<file path="config.mk">
export PLATFORM = sky130hd
export DESIGN_NAME = multicycle_controller_flat
export DESIGN_NICKNAME = d
export VERILOG_FILES = /design/src/rtl/multicycle_controller_if.sv /design/src/rtl/multicycle_controller.sv /design/src/flat_wrapper.sv
export SDC_FILE = /design/constraint.sdc
export NUM_CORES = 1
export LEC_CHECK = 0
export CAP_MARGIN = 20
export CORE_ASPECT_RATIO = 0.7
export CORE_MARGIN = 2
export CORE_UTILIZATION = 30
export CTS_CLUSTER_DIAMETER = 80
export DETAILED_ROUTE_END_ITERATION = 8
export PLACE_DENSITY = 0.67
export SLEW_MARGIN = 30
export SYNTH_ARGS = -nofsm -noshare
export SYNTH_HDL_FRONTEND = slang
export SYNTH_SLANG_ARGS = --single-unit
</file>
<file path="constraint.sdc">
create_clock -name clk -period 1.55 [get_ports clk]
set_input_delay 0.2325 -clock clk [delete_from_list [all_inputs] [get_ports clk]]
set_output_delay 0.2325 -clock clk [all_outputs]
set_load 0.01 [all_outputs]
</file>
<file path="src/rtl/multicycle_controller_if.sv">
// Control/status bundle between the multicycle controller and its datapath.
interface multicycle_controller_if #(
  parameter int unsigned CNT_W = 32
);
  logic [5:0]       op;
  logic [5:0]       funct;
  logic             zero;
  logic             mem_ready;
  logic             iord;
  logic             memwrite;
  logic             irwrite;
  logic             regwrite;
  logic             regdst;
  logic             memtoreg;
  logic             alusrca;
  logic [1:0]       alusrcb;
  logic [1:0]       aluop;
  logic [1:0]       pcsrc;
  logic             pcen;
  logic             illegal_op;
  logic [3:0]       state;
  logic [CNT_W-1:0] instret;

  modport ctrl (
    input  op, funct, zero, mem_ready,
    output iord, memwrite, irwrite, regwrite, regdst, memtoreg,
           alusrca, alusrcb, aluop, pcsrc, pcen, illegal_op, state, instret
  );

  modport dp (
    output op, funct, zero, mem_ready,
    input  iord, memwrite, irwrite, regwrite, regdst, memtoreg,
           alusrca, alusrcb, aluop, pcsrc, pcen, illegal_op, state, instret
  );
endinterface

</file>
<file path="src/rtl/multicycle_controller.sv">
// Main control FSM of the multicycle MIPS core: sequences fetch/decode/execute/
// memory/writeback, stalls on mem_ready, flags illegal opcodes, counts retirements.
module multicycle_controller #(
  parameter int unsigned CNT_W = 32
) (
  input  logic                  clk,
  input  logic                  reset,
  multicycle_controller_if.ctrl bus
);
  typedef enum logic [3:0] {
    FETCH   = 4'd0,  DECODE  = 4'd1,  MEMADR  = 4'd2,  MEMRD  = 4'd3,
    MEMWB   = 4'd4,  MEMWR   = 4'd5,  RTYPEEX = 4'd6,  RTYPEWB = 4'd7,
    BEQEX   = 4'd8,  ADDIEX  = 4'd9,  SLTIEX  = 4'd10, IMMWB  = 4'd11,
    JEX     = 4'd12, JREX    = 4'd13
  } state_t;

  localparam logic [5:0] OP_RTYPE = 6'b000000;
  localparam logic [5:0] OP_LW    = 6'b100011;
  localparam logic [5:0] OP_SW    = 6'b101011;
  localparam logic [5:0] OP_BEQ   = 6'b000100;
  localparam logic [5:0] OP_ADDI  = 6'b001000;
  localparam logic [5:0] OP_SLTI  = 6'b001010;
  localparam logic [5:0] OP_J     = 6'b000010;
  localparam logic [5:0] FN_JR    = 6'b001000;

  state_t           state_q, state_d;
  logic             illegal_q, illegal_d;
  logic             retire;
  logic [CNT_W-1:0] instret_q;

  always_comb begin
    state_d   = FETCH;
    illegal_d = 1'b0;
    retire    = 1'b0;
    case (state_q)
      FETCH:   state_d = bus.mem_ready ? DECODE : FETCH;
      DECODE: begin
        case (bus.op)
          OP_LW, OP_SW: state_d = MEMADR;
          OP_RTYPE:     state_d = (bus.funct == FN_JR) ? JREX : RTYPEEX;
          OP_BEQ:       state_d = BEQEX;
          OP_ADDI:      state_d = ADDIEX;
          OP_SLTI:      state_d = SLTIEX;
          OP_J:         state_d = JEX;
          default: begin
            state_d   = FETCH;
            illegal_d = 1'b1;
          end
        endcase
      end
      MEMADR:  state_d = (bus.op == OP_LW) ? MEMRD : MEMWR;
      MEMRD:   state_d = bus.mem_ready ? MEMWB : MEMRD;
      MEMWR: begin
        state_d = bus.mem_ready ? FETCH : MEMWR;
        retire  = bus.mem_ready;
      end
      RTYPEEX: state_d = RTYPEWB;
      ADDIEX, SLTIEX: state_d = IMMWB;
      MEMWB, RTYPEWB, BEQEX, IMMWB, JEX, JREX: begin
        state_d = FETCH;
        retire  = 1'b1;
      end
      default: state_d = FETCH;
    endcase
  end

  always_ff @(posedge clk or negedge reset) begin
    if (!reset) begin
      state_q   <= FETCH;
      illegal_q <= 1'b0;
      instret_q <= '0;
    end else begin
      state_q   <= state_d;
      illegal_q <= illegal_d;
      if (retire) instret_q <= instret_q + 1'b1;
    end
  end

  logic pcwrite, branch;
  logic irwrite_raw, memwrite_raw, regwrite_raw;

  always_comb begin
    bus.iord     = 1'b0;
    memwrite_raw = 1'b0;
    irwrite_raw  = 1'b0;
    regwrite_raw = 1'b0;
    bus.regdst   = 1'b0;
    bus.memtoreg = 1'b0;
    bus.alusrca  = 1'b0;
    bus.alusrcb  = 2'b00;
    bus.aluop    = 2'b00;
    bus.pcsrc    = 2'b00;
    pcwrite      = 1'b0;
    branch       = 1'b0;
    case (state_q)
      FETCH: begin
        bus.alusrcb = 2'b01;
        irwrite_raw = bus.mem_ready;
        pcwrite     = bus.mem_ready;
      end
      DECODE:  bus.alusrcb = 2'b11;
      MEMADR: begin
        bus.alusrca = 1'b1;
        bus.alusrcb = 2'b10;
      end
      MEMRD:   bus.iord = 1'b1;
      MEMWB: begin
        bus.memtoreg = 1'b1;
        regwrite_raw = 1'b1;
      end
      MEMWR: begin
        bus.iord     = 1'b1;
        memwrite_raw = 1'b1;
      end
      RTYPEEX: begin
        bus.alusrca = 1'b1;
        bus.aluop   = 2'b10;
      end
      RTYPEWB: begin
        bus.regdst   = 1'b1;
        regwrite_raw = 1'b1;
      end
      BEQEX: begin
        bus.alusrca = 1'b1;
        bus.aluop   = 2'b01;
        bus.pcsrc   = 2'b01;
        branch      = 1'b1;
      end
      ADDIEX, SLTIEX: begin
        bus.alusrca = 1'b1;
        bus.alusrcb = 2'b10;
        bus.aluop   = (state_q == SLTIEX) ? 2'b11 : 2'b00;
      end
      IMMWB:   regwrite_raw = 1'b1;
      JEX: begin
        bus.pcsrc = 2'b10;
        pcwrite   = 1'b1;
      end
      JREX: begin
        bus.pcsrc = 2'b11;
        pcwrite   = 1'b1;
      end
      default: ;
    endcase
  end

  // Write strobes are masked by reset itself: state already reads FETCH while
  // reset is low, so mem_ready alone would otherwise leak irwrite/pcen.
  assign bus.irwrite    = irwrite_raw  & reset;
  assign bus.memwrite   = memwrite_raw & reset;
  assign bus.regwrite   = regwrite_raw & reset;
  assign bus.pcen       = (pcwrite | (branch & bus.zero)) & reset;
  assign bus.illegal_op = illegal_q;
  assign bus.state      = state_q;
  assign bus.instret    = instret_q;
endmodule

</file>
<file path="src/flat_wrapper.sv">
// flat-port wrapper written by rule: the top's interface ports become plain ports
module multicycle_controller_flat 
#(
  parameter int unsigned CNT_W = 32
)
  (clk, reset, bus_op, bus_funct, bus_zero, bus_mem_ready, bus_iord, bus_memwrite, bus_irwrite, bus_regwrite, bus_regdst, bus_memtoreg, bus_alusrca, bus_alusrcb, bus_aluop, bus_pcsrc, bus_pcen, bus_illegal_op, bus_state, bus_instret);
  multicycle_controller_if #(.CNT_W(CNT_W)) bus_i ();
  input  logic clk;
  input  logic reset;
  input wire logic [$bits(bus_i.op)-1:0] bus_op;
  input wire logic [$bits(bus_i.funct)-1:0] bus_funct;
  input wire logic [$bits(bus_i.zero)-1:0] bus_zero;
  input wire logic [$bits(bus_i.mem_ready)-1:0] bus_mem_ready;
  output wire logic [$bits(bus_i.iord)-1:0] bus_iord;
  output wire logic [$bits(bus_i.memwrite)-1:0] bus_memwrite;
  output wire logic [$bits(bus_i.irwrite)-1:0] bus_irwrite;
  output wire logic [$bits(bus_i.regwrite)-1:0] bus_regwrite;
  output wire logic [$bits(bus_i.regdst)-1:0] bus_regdst;
  output wire logic [$bits(bus_i.memtoreg)-1:0] bus_memtoreg;
  output wire logic [$bits(bus_i.alusrca)-1:0] bus_alusrca;
  output wire logic [$bits(bus_i.alusrcb)-1:0] bus_alusrcb;
  output wire logic [$bits(bus_i.aluop)-1:0] bus_aluop;
  output wire logic [$bits(bus_i.pcsrc)-1:0] bus_pcsrc;
  output wire logic [$bits(bus_i.pcen)-1:0] bus_pcen;
  output wire logic [$bits(bus_i.illegal_op)-1:0] bus_illegal_op;
  output wire logic [$bits(bus_i.state)-1:0] bus_state;
  output wire logic [$bits(bus_i.instret)-1:0] bus_instret;
  assign bus_i.op = bus_op;
  assign bus_i.funct = bus_funct;
  assign bus_i.zero = bus_zero;
  assign bus_i.mem_ready = bus_mem_ready;
  assign bus_iord = bus_i.iord;
  assign bus_memwrite = bus_i.memwrite;
  assign bus_irwrite = bus_i.irwrite;
  assign bus_regwrite = bus_i.regwrite;
  assign bus_regdst = bus_i.regdst;
  assign bus_memtoreg = bus_i.memtoreg;
  assign bus_alusrca = bus_i.alusrca;
  assign bus_alusrcb = bus_i.alusrcb;
  assign bus_aluop = bus_i.aluop;
  assign bus_pcsrc = bus_i.pcsrc;
  assign bus_pcen = bus_i.pcen;
  assign bus_illegal_op = bus_i.illegal_op;
  assign bus_state = bus_i.state;
  assign bus_instret = bus_i.instret;
  multicycle_controller #(.CNT_W(CNT_W)) u_core (.clk(clk), .reset(reset), .bus(bus_i));
endmodule
</file>
# --- Word level (Yosys, flattened, before mapping) ---
# Cells that the tools add are included.
# Widths: inputs -> output; s select.
op_classes:
  n_eq_ne: 20
  n_bitwise: 6
  n_reduce_logical: 11
  add_sub_neg: 1
  mux: 23
op_table:
  columns: ["cell", "count"]
  rows:
  - ["$add 32x1->32 const B", 1]
  - ["$pmux 4 s7", 1]
  - ["$eq 4x4->1 const B", 6]
  - ["$pmux 4 s6", 1]
  - ["$eq 6x4->1 const B", 3]
  - ["$pmux 2 s3", 3]
  - ["$eq 4x3->1 const B", 4]
  - ["$eq 6x6->1 const B", 2]
  - ["$mux 1", 11]
  - ["$mux 3", 3]
  - ["$eq 4x2->1 const B", 2]
  - ["$reduce_or 2->1", 4]
  - ["$reduce_or 7->1", 1]
  - ["$eq 6x2->1 const B", 1]
  - ["$eq 6x3->1 const B", 1]
  - ["$logic_not 6->1", 1]
  - ["$reduce_or 3->1", 2]
  - ["$reduce_or 6->1", 1]
  - ["$and 1x1->1", 5]
  - ["$reduce_or 5->1", 1]
  - ["$eq 4x1->1 const B", 1]
  - ["$logic_not 4->1", 1]
  - ["$mux 4", 1]
  - ["$pmux 1 s2", 2]
  - ["other kinds (2)", 2]
totals:
  regBits: 37
  in_bits: 16

# --- Logic depth before layout (Yosys ltp) ---
# Gate-level depths: netlist (run 1).
logic_depth:
  word_depth: 5
  mapped_depth: 7
  depth_no_buf: 6

# --- Worst setup path after synthesis (run 1) ---
# No wires, ideal clock.
synth_timing:
  kind: "flip-flop to flip-flop"
  from: "register u_core.state_q[0] (netlist: u_core.bus.state[0])"
  to: "register u_core.instret_q[21] (netlist: u_core.bus.instret[21])"
  synth_period_minus_slack_ps: 1765
  arrival_ps: 1640
  stages_incl_launch_ff: 8
  slack_ps: -215
  path_buffers: 2
  required_ps: 1425
  cell_sequence: "dfrtp_1 -> buf_2 -> nor2b_4 -> a2111oi_4 -> and3_1 -> buf_6 -> nand4_1 -> xnor2_1"
synth_via:
  elab_chain_cells: 3
  elab_cells_between_ends: 9
synth_rtl:
  columns: ["item", "line", "rtl"]
  rows:
  - ["start: declaration", "multicycle_controller.sv:26", "state_t state_q, state_d;"]
  - ["start signal: assignment", "multicycle_controller.sv:73", "state_q <= state_d;"]
  - ["$eq 4x4->1 / $eq 4x3->1 (equally long branches)", "multicycle_controller.sv:35", "case (state_q)"]
  - ["$reduce_or 6->1", "multicycle_controller.sv:35", null]
  - ["$pmux 1 s2 *", "multicycle_controller.sv:35", null]
  - ["end signal: assignment", "multicycle_controller.sv:75", "if (retire) instret_q <= instret_q + 1'b1;"]
  - ["end: declaration", "multicycle_controller.sv:29", "logic [CNT_W-1:0] instret_q;"]
# Mark *: on every way between the ends. The rest lies on a longest branch, timed or not.
# A chain may end at the register's enable or synchronous reset.

# --- Worst setup path in the final report (run 1) ---
layout_timing:
  from: "register u_core.state_q[1] (netlist: u_core.bus.state[1])"
  to: "register u_core.instret_q[17] (netlist: u_core.bus.instret[17])"
# The elaborated chain is that of the path after synthesis.

==> flow_summary.yaml, run 1 <==
run_status:
  status: "finished with violations"
  violations: "setup timing"
logic_synthesis:
  syn_nets: 233
  yosys.area.top_type: "dfrtp_1"
  syn-cell-area_sq_mm: 0.00208
  ys_types: 43
  synth_edf_count: 0
  syn_area_per_cell_sq_um: 9.63
  synth_ff_type: "dfrtp_1"
  ys_async_sr_fraction: 1.00
  synth_most_common_cell: "dfrtp_1"
  synth_top_cells_by_count: "37 x dfrtp_1, 26 x xnor2_1, 23 x nand2_1, 19 x nor2_1"
  ys_ff_latch: 37
  syn_inst: 216
  synth_top_area_share: 0.445
  synth_area_leaders: "dfrtp_1 44%, xnor2_1 11%, nand2_1 4.1%, and3_1 3.6%, nor2_1 3.4%"
  yosysSeqAreaShare: 0.445
  yosys_warnings: 0
drt:
  wirelength_um: 6340
  dr.pass1.iters: 4
  vias_per_cell: 4.59
  drc: 0
  drt_iter0_markers: 54
  ant_nets: 0
  num_vias: 2152
  wl_per_cell_um: 13.5
clock_network:
  cts_tree: "done"
  worst_skew_pair.late_latency_ns: 0.29
  numCtsBuffers: 5
  htreeDepth: 2
  clock_path_buffers: 2
  path_clk_slew_ns: 0.08
  clock-root-buffer: "clkbuf_8"
  cts_num_sinks: 37
finish:
  syn_to_final_growth_pct: 88.5
  layout.nets: 391
  fillers: 581
  drive_above_1_share: 0.477
  diodes: 0
  final-instance-count-excl-fill: 469
global_route:
  grt_pass1_vias: 2203
  grt_pass1_wl_um: 10400
  gr-usage-all-layers: 0.172
  grt_antenna_before_repair: 0
  grt_max_degree: 33
  grt.overflow.total: 0
sta:
  fin_ws_ns: -0.284
  maxSlewHeadroom: 0.723
  finalHoldViolations: 0
  period_share: 1.18
  slew_violations: 0
  fin_hold_ws_ns: 0.00515
  max_freq_ghz: 0.545
  tightest_slew_ns: 0.415
  rsz0062_at_grt: "yes"
  min_period_ns: 1.83
  setup_viol: 43
  skew_ns: 0.0150
worst_setup_path:
  critical_path_class: "reg -> reg"
  critPathMaxStageDelay_ns: 0.43
  cp-start-kind: "flip-flop"
  path_delay_family: "simple AND/OR/NAND/NOR gates"
  required_ns: 1.76
  path_buf_inv: 3
  cp_cell_sequence: "buf_6 -> buf_12 -> and3_4 -> a2111oi_4 -> buf_4 -> nand4_1 -> nor2_1 -> xor2_1"
  crit_path_end_kind: "flip-flop"
  cp_data_arrival_time_ns: 2.04
  cp_slowest_cell: "dfrtp_2"
  worst-path-max-fanout: 5
floorplanning:
  die_x_um: 104
  core_sq_mm: 0.00673
  start_util: 0.309
  rows: 25
  die_y_um: 73.7
  dieArea_sq_mm: 0.00763
  ios: 67
power_and_ir_drop:
  p_total_mw: 2.83
  p_leak_nw: 1.94
  ir_drop_mv: 0.587
  p_per_area_mw_per_mm2: 721
place:
  dp_cells: 435
  dp_hpwl_um: 4380
  place_congestion: 0.805
  place_ws_ns: -0.525
  port_buffers: 66
min_path:
  hp-class: "in -> async"
flow_run:
  drv_cap: 0
[worst paths after layout]
check                                  startpoint                     end  slack [ns]  cells after the start
setup / recovery              u_core.bus.state[1]  u_core.bus.instret[17]       -0.28                      8
hold / removal                              reset  u_core.bus.instret[28]       0.005                      2
setup reg to reg              u_core.bus.state[1]  u_core.bus.instret[17]       -0.28                      8
hold reg to reg            u_core.bus.instret[31]  u_core.bus.instret[31]        0.47                      1
max in group asynchronous                   reset     u_core.bus.state[2]        1.00                      3
min in group clk           u_core.bus.instret[31]  u_core.bus.instret[31]        0.47                      1
[cell families after synthesis]
logic type	Yosys count	synth area share
muxes	2	0.0102
buffers and inverters	14	0.0367
DFF	37	0.445
AOI/OAI and AO/OA	26	0.0932
adders and majority gates	1	0.00601
and+or+nand+nor	102	0.266
xor gates and xnor gates	34	0.143
[area by class of cell]
type	count	area [sq um]	share of cell area
flip-flops and latches	37	936	0.239
clock buffers	5	68.8	0.0175
multi-input cells	165	1360	0.348
well taps	94	118	0.0300
clock inverters	3	17.5	0.00447
repair buffers	159	1390	0.354
inverters	6	30.0	0.00766
[routing by layer]
| metal | up-vias | wire [um] | global-route usage |
|---|---|---|---|
| met1 | 1008 | 2920 | 0.218 |
| met2 | 51 | 3090 | 0.288 |
| met4 | 0 | 104 | 0.0571 |
| met5 | - | 0 | 0 |
| li1 | 1081 | - | - |
| met3 | 12 | 226 | 0.0506 |
[flip-flops by register name, indices dropped and copies added, names as in the netlist]
name,count
u_core.bus.instret,32
u_core.bus.illegal_op,1
u_core.bus.state,4
[stage by stage]
step           utilization  setup TNS, ns  area [sq um]
6_report             0.583          -8.29          3920
5_1_grt              0.583         -11.47          3920
4_1_cts              0.550          -7.41          3700
3_5_place_dp         0.507         -18.70          3410
3_3_place_gp         0.507         -17.86          3410
2_1_floorplan            -          -2.70          2200
[layout by cell type (no fill, tap or decap), types with 4 or more instances in the layout]
cell type / n
xor2_1: 8
and3_1: 11
nand2_1: 14
dlygate4sd2_1: 16
dfrtp_2: 8
clkdlybuf4s50_1: 27
buf_6: 22
nand4_1: 9
dfrtp_1: 29
dlymetal6s2s_1: 6
nand2_4: 6
nand3_2: 4
clkbuf_8: 5
nor2_1: 14
nand3_1: 6
xnor2_1: 25
buf_4: 72
buf_2: 11
[power breakdown]
part / switching, mW / leakage (nW) / internal, mW
clock: 0.354 / 0.0439 / 0.310
sequential: 0.0468 / 0.494 / 1.03
combinational: 0.493 / 1.40 / 0.593
total: 0.894 / 1.94 / 1.94
[repair_timing]
| item | CTS | global route |
|---|---|---|
| pin swaps | 18 | 16 |
| gates resized for setup | 114 | 50 |
| hold buffers | 1 | 0 |
| setup endpoints to repair | 65 | 62 |
| buffers inserted | 15 | 12 |
| hold endpoints to repair | 5 | 0 |
Note: power is estimated with default switching activity, not from simulation.
==> run 2, diff against run 1 <==
--- a/config.mk
+++ b/config.mk
@@ -16,3 +16,4 @@
 export SYNTH_ARGS = -nofsm -noshare
 export SYNTH_HDL_FRONTEND = slang
 export SYNTH_SLANG_ARGS = --single-unit
+export TNS_END_PERCENT = 30
==> run 2 against run 1 <==
Net effect:
- clock skew down 0.0092 ns
- clock power rose by 27%
- global-route usage fell by 0.58 points
- register-to-register slack worse by 0.02 ns
- wire length is 0.85% lower
- maximum frequency down 0.89%
- the flow still finishes with violations (setup timing)
- critical path depth down 1
- sequential cell count unchanged
- cell count down 1.9%
- total power increased by 4.4%
- non-clock buffer count is 10 lower
- sequential share of layout area up 0.73 points
- critical endpoint is now u_core.bus.instret[26]
==> flow_summary.yaml, run 2 (synthesis results as in run 1) <==
finish:
  final_common_cell: "buf_4"
  final_cell_mix: "70 x buf_4, 31 x dfrtp_1, 28 x clkdlybuf4s50_1, 24 x xnor2_1, 19 x nand2_1"
  layout.nets: 382
  finalInstanceArea_sq_mm: 0.00380
  drive_above_1_share: 0.423
  final-instance-count-excl-fill: 460
  largest_reg_flops: 32
  fillers: 611
  final_core_util: 0.564
  syn_to_final_growth_pct: 82.4
  diodes: 0
floorplanning:
  core_sq_mm: 0.00673
  start_util: 0.309
  die_x_um: 104
  rows: 25
  die_y_um: 73.7
  ios: 67
  dieArea_sq_mm: 0.00763
drt:
  drt_iter0_markers: 83
  dr.pass1.iters: 4
  vias_per_cell: 4.70
  num_vias: 2164
  wl_per_cell_um: 13.7
  drc: 0
  wirelength_um: 6290
  ant_nets: 0
sta:
  slew_violations: 0
  period_share: 1.19
  fin_ws_ns: -0.301
  tightest_slew_ns: 0.470
  finalHoldViolations: 0
  fin_hold_ws_ns: 0.0276
  setup_viol: 42
  max_freq_ghz: 0.540
  skew_ns: 0.00586
  min_period_ns: 1.85
  maxSlewHeadroom: 0.687
  rsz0062_at_grt: "yes"
  final.setup.tns_ns: -8.00
clock_network:
  htreeDepth: 2
  ctsHoldBuffers: 0
  numCtsBuffers: 5
  cts_num_sinks: 37
  cts_tree: "done"
  worst_skew_pair.late_latency_ns: 0.29
  path_clk_slew_ns: 0.07
  clock-root-buffer: "clkbuf_8"
  clock_path_buffers: 2
run_status:
  violations: "setup timing"
  status: "finished with violations"
worst_setup_path:
  path_delay_family: "simple AND/OR/NAND/NOR gates"
  cp_cell_sequence: "buf_6 -> nor2b_4 -> a2111oi_4 -> buf_4 -> and4_2 -> nand3_2 -> xnor2_1"
  reg2reg_to: "u_core.bus.instret[26]"
  crit_path_end: "u_core.bus.instret[26]"
  r2r_start: "u_core.bus.state[1]"
  worstRegToRegCells: 7
  crit_cells: 7
  cp_slowest_cell: "dfrtp_2"
  worst-path-max-fanout: 5
  crit_path_end_kind: "flip-flop"
  crit_start: "u_core.bus.state[1]"
  reg2reg_setup_slack_ns: -0.30
  critPathMaxStageDelay_ns: 0.43
  required_ns: 1.75
  cp-start-kind: "flip-flop"
  path_buf_inv: 2
  critical_path_class: "reg -> reg"
  cp_data_arrival_time_ns: 2.06
power_and_ir_drop:
  clock_power_share: 0.285
  combPwrFrac: 0.352
  intPower_mw: 2.12
  p_leak_nw: 1.93
  p_per_area_mw_per_mm2: 778
  power_switching_uw: 832
  pwr-share-seq: 0.363
  ir_drop_mv: 0.731
  p_total_mw: 2.95
  p_sw_frac: 0.282
global_route:
  grt_antenna_before_repair: 0
  grt_pass1_vias: 2104
  grt_pass1_wl_um: 10200
  grt.overflow.total: 0
  gr-usage-all-layers: 0.166
  grt_max_degree: 38
place:
  port_buffers: 66
  dp_cells: 433
  place_ws_ns: -0.551
  place_congestion: 0.812
  dp_hpwl_um: 4430
  dpl_cell_area_sq_mm: 0.00334
min_path:
  hp-class: "in -> async"
flow_run:
  drv_cap: 0
## run 2: area by class of cell
cell class / instances / area [sq um] / area share
clock inverters: 1 / 30.0 / 0.00791
clock buffers: 7 / 86.3 / 0.0227
repair buffers: 149 / 1310 / 0.344
flip-flops and latches: 37 / 933 / 0.246
well taps: 94 / 118 / 0.0310
multi-input cells: 166 / 1290 / 0.340
inverters: 6 / 30.0 / 0.00791
## run 2: power by group through the flow
stage               logic (mW)  clock network (mW)  registers, mW
floorplan                0.293                   0           1.14
global placement         0.840                   0           1.10
detailed placement       0.856                   0           1.10
CTS                      0.972               0.874           1.07
global route              1.12               0.928           1.08
finish                    1.04               0.843           1.07
## run 2: routing by layer
layer	routed length, um	part of all wire	vias up	track usage
met5	0	0	-	0
met4	80	0.013	0	0.0511
met3	281	0.045	7	0.0382
met2	3080	0.49	51	0.280
met1	2850	0.45	1048	0.217
li1	-	-	1058	-
## run 2: how the worst min path moves through the flow
stage	startpoint	end	slack [ns]	cells after the start
floorplan	reset	u_core.bus.illegal_op	-0.06	0
global placement	reset	u_core.bus.instret[27]	0.36	2
detailed placement	reset	u_core.bus.instret[27]	0.37	2
CTS	reset	u_core.bus.instret[27]	0.05	2
global route	reset	u_core.bus.instret[27]	0.08	2
finish	reset	u_core.bus.instret[28]	0.03	2
## run 2: what timing repair did
action / CTS / global route
buffers inserted: 13 / 6
resized for setup: 96 / 49
pin swaps: 16 / 19
cloned: 1 / 0
endpoints found under the setup margin: 60 / 66
## run 2: worst reg2reg max path, cell delays in order (launching register included)
cell,delay (ns)
dfrtp_2,0.43
buf_6,0.13
nor2b_4,0.13
a2111oi_4,0.30
buf_4,0.20
and4_2,0.31
nand3_2,0.10
xnor2_1,0.18
